## config.mk

```make
export PLATFORM = sky130hd
export DESIGN_NAME = core_sequencer
export DESIGN_NICKNAME = d
export VERILOG_FILES = /design/src/rtl/core_pkg.sv /design/src/rtl/seq_counters.sv /design/src/rtl/core_sequencer.sv
export SDC_FILE = /design/constraint.sdc
export NUM_CORES = 1
export LEC_CHECK = 0
export CORE_UTILIZATION = 46
export DETAILED_ROUTE_END_ITERATION = 16
export MAX_ROUTING_LAYER = met4
export PLACE_DENSITY = 0.85
export REMOVE_ABC_BUFFERS = 1
export SLEW_MARGIN = 20
export SYNTH_ARGS = -nofsm -noshare
export SYNTH_HDL_FRONTEND = slang
export SYNTH_HIERARCHICAL = 1
export SYNTH_SLANG_ARGS = --single-unit
```

## constraint.sdc

```tcl
create_clock -name clk -period 2.9 [get_ports clk]
set_input_delay 0.58 -clock clk [delete_from_list [all_inputs] [get_ports clk]]
set_output_delay 0.58 -clock clk [all_outputs]
set_load 0.01 [all_outputs]
```

## src/rtl/core_pkg.sv

```systemverilog
// Shared definitions for the multi-cycle core sequencer: opcodes, FSM states,
// operand-B select codes and instruction field positions.
package core_pkg;

  typedef enum logic [2:0] {
    S_IDLE,
    S_FETCH,
    S_DECODE,
    S_EXEC,
    S_WB,
    S_HALT
  } state_t;

  localparam logic [2:0] OP_ADD  = 3'b000;
  localparam logic [2:0] OP_SUB  = 3'b001;
  localparam logic [2:0] OP_ADDI = 3'b010;
  localparam logic [2:0] OP_SUBI = 3'b011;
  localparam logic [2:0] OP_BEQZ = 3'b100;
  localparam logic [2:0] OP_JMP  = 3'b101;
  localparam logic [2:0] OP_NOP  = 3'b110;
  localparam logic [2:0] OP_HALT = 3'b111;

  localparam logic [1:0] OPB_REG  = 2'd0;
  localparam logic [1:0] OPB_IMM  = 2'd1;
  localparam logic [1:0] OPB_ZERO = 2'd2;

  localparam int OP_MSB       = 15;
  localparam int OP_LSB       = 13;
  localparam int RD_MSB       = 12;
  localparam int RD_LSB       = 10;
  localparam int RS1_MSB      = 9;
  localparam int RS1_LSB      = 7;
  localparam int RS2_MSB      = 2;
  localparam int RS2_LSB      = 0;
  localparam int IMM_MSB      = 3;
  localparam int BEQZ_TGT_MSB = 6;

  // The four ALU opcodes are exactly those with the top opcode bit clear.
  function automatic logic writes_reg(input logic [2:0] op);
    return op[2] == 1'b0;
  endfunction

endpackage

```

## src/rtl/seq_counters.sv

```systemverilog
// Retired-instruction and busy-cycle counters for the core sequencer.
// Both wrap to zero after all-ones.
module seq_counters
  import core_pkg::*;
#(
  parameter int CNT_W = 16
) (
  input  logic             clk,
  input  logic             reset,
  input  logic             retire_en,
  input  logic             cycle_en,
  output logic [CNT_W-1:0] retired,
  output logic [CNT_W-1:0] cycles
);

  always_ff @(posedge clk or negedge reset) begin
    if (!reset) begin
      retired <= '0;
      cycles  <= '0;
    end else begin
      if (retire_en) retired <= retired + CNT_W'(1);
      if (cycle_en)  cycles  <= cycles + CNT_W'(1);
    end
  end

endmodule

```

## src/rtl/core_sequencer.sv

```systemverilog
// Multi-cycle control unit: fetches one instruction into IR and walks it through
// FETCH/DECODE/EXEC/WB, issuing register-write and PC-advance/branch pulses in WB.
module core_sequencer
  import core_pkg::*;
#(
  parameter int PC_W      = 10,
  parameter int IMEM_WAIT = 0,
  parameter int CNT_W     = 16
) (
  input  logic             clk,
  input  logic             reset,
  input  logic             run,
  input  logic             step,
  input  logic [15:0]      instr_in,
  input  logic             alu_zero,
  output logic [15:0]      ir,
  output logic [2:0]       alu_opcode,
  output logic [1:0]       opb_sel,
  output logic             rf_we,
  output logic             pc_inc,
  output logic             branch,
  output logic [PC_W-1:0]  branch_address,
  output logic             halted,
  output logic             busy,
  output logic [CNT_W-1:0] retired,
  output logic [CNT_W-1:0] cycles
);

  state_t     state, state_nxt;
  logic [3:0] wait_cnt;
  logic       single_step;
  logic       taken;
  logic       fetch_done;
  logic [2:0] op;

  assign op         = ir[OP_MSB:OP_LSB];
  assign fetch_done = (wait_cnt == 4'(IMEM_WAIT));

  always_ff @(posedge clk or negedge reset) begin
    if (!reset) state <= S_IDLE;
    else        state <= state_nxt;
  end

  // Next state plus the Moore outputs; pulses can only come from WB.
  always_comb begin
    state_nxt      = state;
    busy           = 1'b0;
    halted         = 1'b0;
    rf_we          = 1'b0;
    pc_inc         = 1'b0;
    branch         = 1'b0;
    branch_address = '0;
    case (state)
      S_IDLE:   if (run || step) state_nxt = S_FETCH;
      S_FETCH: begin
        busy = 1'b1;
        if (fetch_done) state_nxt = S_DECODE;
      end
      S_DECODE: begin
        busy      = 1'b1;
        state_nxt = S_EXEC;
      end
      S_EXEC: begin
        busy      = 1'b1;
        state_nxt = S_WB;
      end
      S_WB: begin
        busy = 1'b1;
        if (op == OP_HALT) begin
          state_nxt = S_HALT;
        end else begin
          rf_we = writes_reg(op);
          if (op == OP_JMP) begin
            branch         = 1'b1;
            branch_address = ir[PC_W-1:0];
          end else if (op == OP_BEQZ && taken) begin
            branch         = 1'b1;
            branch_address = PC_W'(ir[BEQZ_TGT_MSB:0]);
          end else begin
            pc_inc = 1'b1;
          end
          state_nxt = (run && !single_step) ? S_FETCH : S_IDLE;
        end
      end
      S_HALT:   halted = 1'b1;
      default:  state_nxt = S_IDLE;
    endcase
  end

  // IR capture, registered decode fields, fetch wait timer and run-mode flags.
  always_ff @(posedge clk or negedge reset) begin
    if (!reset) begin
      ir          <= '0;
      alu_opcode  <= OP_ADD;
      opb_sel     <= OPB_REG;
      wait_cnt    <= '0;
      single_step <= 1'b0;
      taken       <= 1'b0;
    end else begin
      case (state)
        S_IDLE: begin
          wait_cnt <= '0;
          if (run)       single_step <= 1'b0;
          else if (step) single_step <= 1'b1;
        end
        S_FETCH: begin
          if (fetch_done) ir <= instr_in;
          else            wait_cnt <= wait_cnt + 4'd1;
        end
        S_DECODE: begin
          alu_opcode <= writes_reg(op) ? op : OP_ADD;
          case (op)
            OP_ADDI, OP_SUBI: opb_sel <= OPB_IMM;
            OP_BEQZ:          opb_sel <= OPB_ZERO;
            default:          opb_sel <= OPB_REG;
          endcase
        end
        S_EXEC: taken <= alu_zero;
        S_WB: begin
          wait_cnt    <= '0;
          single_step <= 1'b0;
        end
        default: ;
      endcase
    end
  end

  seq_counters #(
    .CNT_W(CNT_W)
  ) u_counters (
    .clk      (clk),
    .reset    (reset),
    .retire_en(state == S_WB),
    .cycle_en (busy),
    .retired  (retired),
    .cycles   (cycles)
  );

endmodule

```

==> impl_metrics.csv <==
group,metric,value,unit
clock_tree,cts_tree,"done",
critical_path,rr_worst_depth,8,
logic_synthesis,synth_area_leaders,"dfrtp_1 54%, mux2_2 8.0%, xor2_1 5.0%",
clock_tree,cts.clk_slew.worst_paths,60,ps
critical_path,crit_arrival,2220,ps
die,design.die.area,0.00641,mm2
critical_path,worstPathMaxFanout,7,
clock_tree,holdBufCountCts,0,
sta,finalSetupViolations,0,
sta,holdWs,412,ps
power,seq_power_share,38.5,%
cells_and_area,fill_cells,449,
power,switching_share,32.8,%
global_route,first_global_vias,2109,
sta,fmax,0.357,GHz
cells_and_area,stdcell_count,416,
clock_tree,htreeDepth,3,
sta,post-route-period-util,96.7,%
sta,relSlewSlack,50.6,%
outcome,status,"completed",
placed_design,numPlacedInstances,400,
power,clockPowerShare,20.3,%
cells_and_area,drive_above_1_share,16.1,%
logic_synthesis,ys.flop_type,"dfrtp_1",
logic_synthesis,synth_fa_ha_area_share,1.79,%
hold_path,hold_path.class,"in2async",
power,power,0.00346,W
logic_synthesis,yosysMostFrequentCell,"dfrtp_1",
logic_synthesis,synth_common_cells,"61 x dfrtp_1, 20 x mux2_2, 19 x nand2_1, 16 x xor2_1, 15 x xnor2_1",
cells_and_area,area_delta_synth_final,42.2,%
logic_synthesis,async_flop_share,100,%
logic_synthesis,synth_compound_area_share,3.12,%
power,p_leak,1.84,nW
logic_synthesis,synth-simple-area-share,20.6,%
sta,tightest_slew,741,ps
global_route,grt_usage,21.3,%
detailed_routing,wl,6010,um
cells_and_area,nNetsFinal,363,
sta,slew_viol_final,0,
run,drv_cap,0,
detailed_routing,routed_via_density,5.16,
logic_synthesis,synth.avg_cell_area,11.8,um2
critical_path,critical_path.startpoint_type,"flop",
critical_path,crit_type,"reg2out",
critical_path,timing.rr.start,"state[0]",
global_route,antenna_found_initial,0,
detailed_routing,antenna_left,0,
die,dieHeight,80.1,um
power,power_density,869,mW/mm2
power,power_frac_comb,41.2,%
logic_synthesis,synthCells,237,
placed_design,io_buffers,87,
logic_synthesis,ys_ff_latch,61,
logic_synthesis,yosysTopAreaCell,"dfrtp_1",
critical_path,end_kind,"primary output",
critical_path,crit_required,2320,ps
logic_synthesis,synthMuxAreaShare,8.39,%
sta,finalHoldViolCount,0,
die,num_rows,28,
clock_tree,cts_max_path_buffers,2,
detailed_routing,drt_iter0_markers,62,
logic_synthesis,synth_cell_types,43,
logic_synthesis,synth-edff-count,0,
logic_synthesis,synth_top_family_by_area,"simple AND/OR/NAND/NOR gates",
detailed_routing,wire_per_inst,14.4,um
sta,rsz0062_at_grt,"false",
logic_synthesis,synthXorXnorAreaFrac,9.69,%
clock_tree,root_buffer,"clkbuf_8",
detailed_routing,drcViolationCount,0,
clock_tree,worstSkewPairLatency,330,ps
global_route,grt_remaining_overflow,0,
die,io_pins,89,
logic_synthesis,ys_seq_area_share,54.5,%
critical_path,r2r_end,"u_counters/cycles[15]",
power,intPower,0.00233,W
logic_synthesis,yosys_warnings,6,
clock_tree,clkSinkCount,61,
power,vdd_ir_drop_max,0.610,mV
sta,tns,0,ps
detailed_routing,via_count,2146,
cells_and_area,fin_util,67.7,%
detailed_routing,drt_pass1_iterations,4,
sta,fin_crit,2800,ps
logic_synthesis,synth_top_cell_area_share,54.5,%
die,coreArea,0.00589,mm2
die,die_w,80.1,um
sta,worst_clock_skew,5.18,ps
die,start_util,47.6,%
placed_design,routabilityCongestion,0.794,
critical_path,rrSetupSlack,820,ps
global_route,grt_pass1_wl,9920,um
placed_design,dpl.hpwl,4340,um
cells_and_area,antenna_cells,0,
power,power_switching,0.00114,W
global_route,grt_max_degree,62,
logic_synthesis,syn-cell-area,0.00280,mm2
clock_tree,cts_buffers,9,
power by group through the flow:
stage / Sequential (W) / Combinational, W / Clock (W)
3_5_place_dp: 0.00135 / 0.00144 / 0
5_1_grt: 0.00137 / 0.00154 / 0.000762
6_report: 0.00133 / 0.00143 / 0.000703
3_3_place_gp: 0.00133 / 0.00140 / 0
4_1_cts: 0.00133 / 0.00144 / 0.000725
2_1_floorplan: 0.00144 / 0.000593 / 0
sequential cells by signal, indices dropped and copies added, names as in the netlist:
signal,count
state,3
alu_opcode,2
u_counters/retired,16
opb_sel,2
ir,16
wait_cnt,4
single_step,1
taken,1
u_counters/cycles,16
cell families (layout without fill, tap and decap cells):
family	count (synthesis)	in the layout
AND/OR/NAND/NOR	94	94
flip-flops	61	61
XOR/XNOR	31	31
multiplexers	21	21
AO/OA/AOI/OAI	15	15
buffers and inverters	10	114
adder cells (fa/ha/maj)	4	4
other	1	1
metal layers:
layer | vias to the layer above | routed length [um] | GRT usage (%)
met5 | - | 0 | -
met4 | 0 | 95 | 6.96
met3 | 10 | 428 | 7.84
met2 | 80 | 2970 | 34.8
met1 | 1031 | 2510 | 24.2
li1 | 1025 | - | -
worst max path at each step:
stage | startpoint | to | slack (ps)
final | state[0] | branch_address[3] | 100
after global routing | state[0] | branch_address[2] | 1
after CTS | ir[13] | branch_address[4] | 80
after detailed placement | state[0] | branch_address[4] | 350
after global placement | state[0] | branch_address[0] | 390
after floorplan | state[2] | branch_address[0] | 720
through the flow:
stage,setup slack (ps),area (um2)
after global placement,388,3780
after global routing,1.11,3990
after floorplan,724,2770
after detailed placement,347,3780
after CTS,77.0,3960
final,96.0,3990
worst max-delay path: stages, from the launching register on:
cell and delay (ps):
dfrtp_1 370, or3b_4 430, nor4_4 270, buf_4 180, and2_1 120, clkdlybuf4s50_1 520
layout by cell type, fill, tap and decap left out, types with 2 or more instances in the layout:
cell	synthesis	final
a21oi_1	4	4
and2_1	10	10
and3_1	5	5
and4_1	3	3
buf_4	3	9
clkbuf_1	2	2
clkbuf_8	0	10
clkdlybuf4s50_1	0	82
dfrtp_1	61	61
dlymetal6s2s_1	0	4
ha_1	4	4
inv_1	4	4
mux2_2	20	20
nand2_1	19	19
nand2b_1	2	2
nand3_1	10	10
nand4_1	7	7
nor2_1	13	13
nor3_1	3	3
nor4_1	3	3
o21ai_0	7	7
or2_2	2	2
or3b_1	2	2
or3b_2	2	2
xnor2_1	15	15
xor2_1	16	16
cell type report:
cell class	count	area [um2]	area share (%)
clock buffers	12	145	3.64
clock inverters	2	35.0	0.879
inverters	4	15.0	0.377
multi-input cells	166	1230	30.8
flip-flops and latches	61	1530	38.3
well taps	75	93.8	2.35
repair buffers	96	943	23.7
repair_timing:
action                     in CTS  in global routing
setup endpoints to repair       7                  7
resized for setup               0                  4
pin swaps                       1                  1
buffers inserted                0                  2
Power figures use the tool's default switching activity.
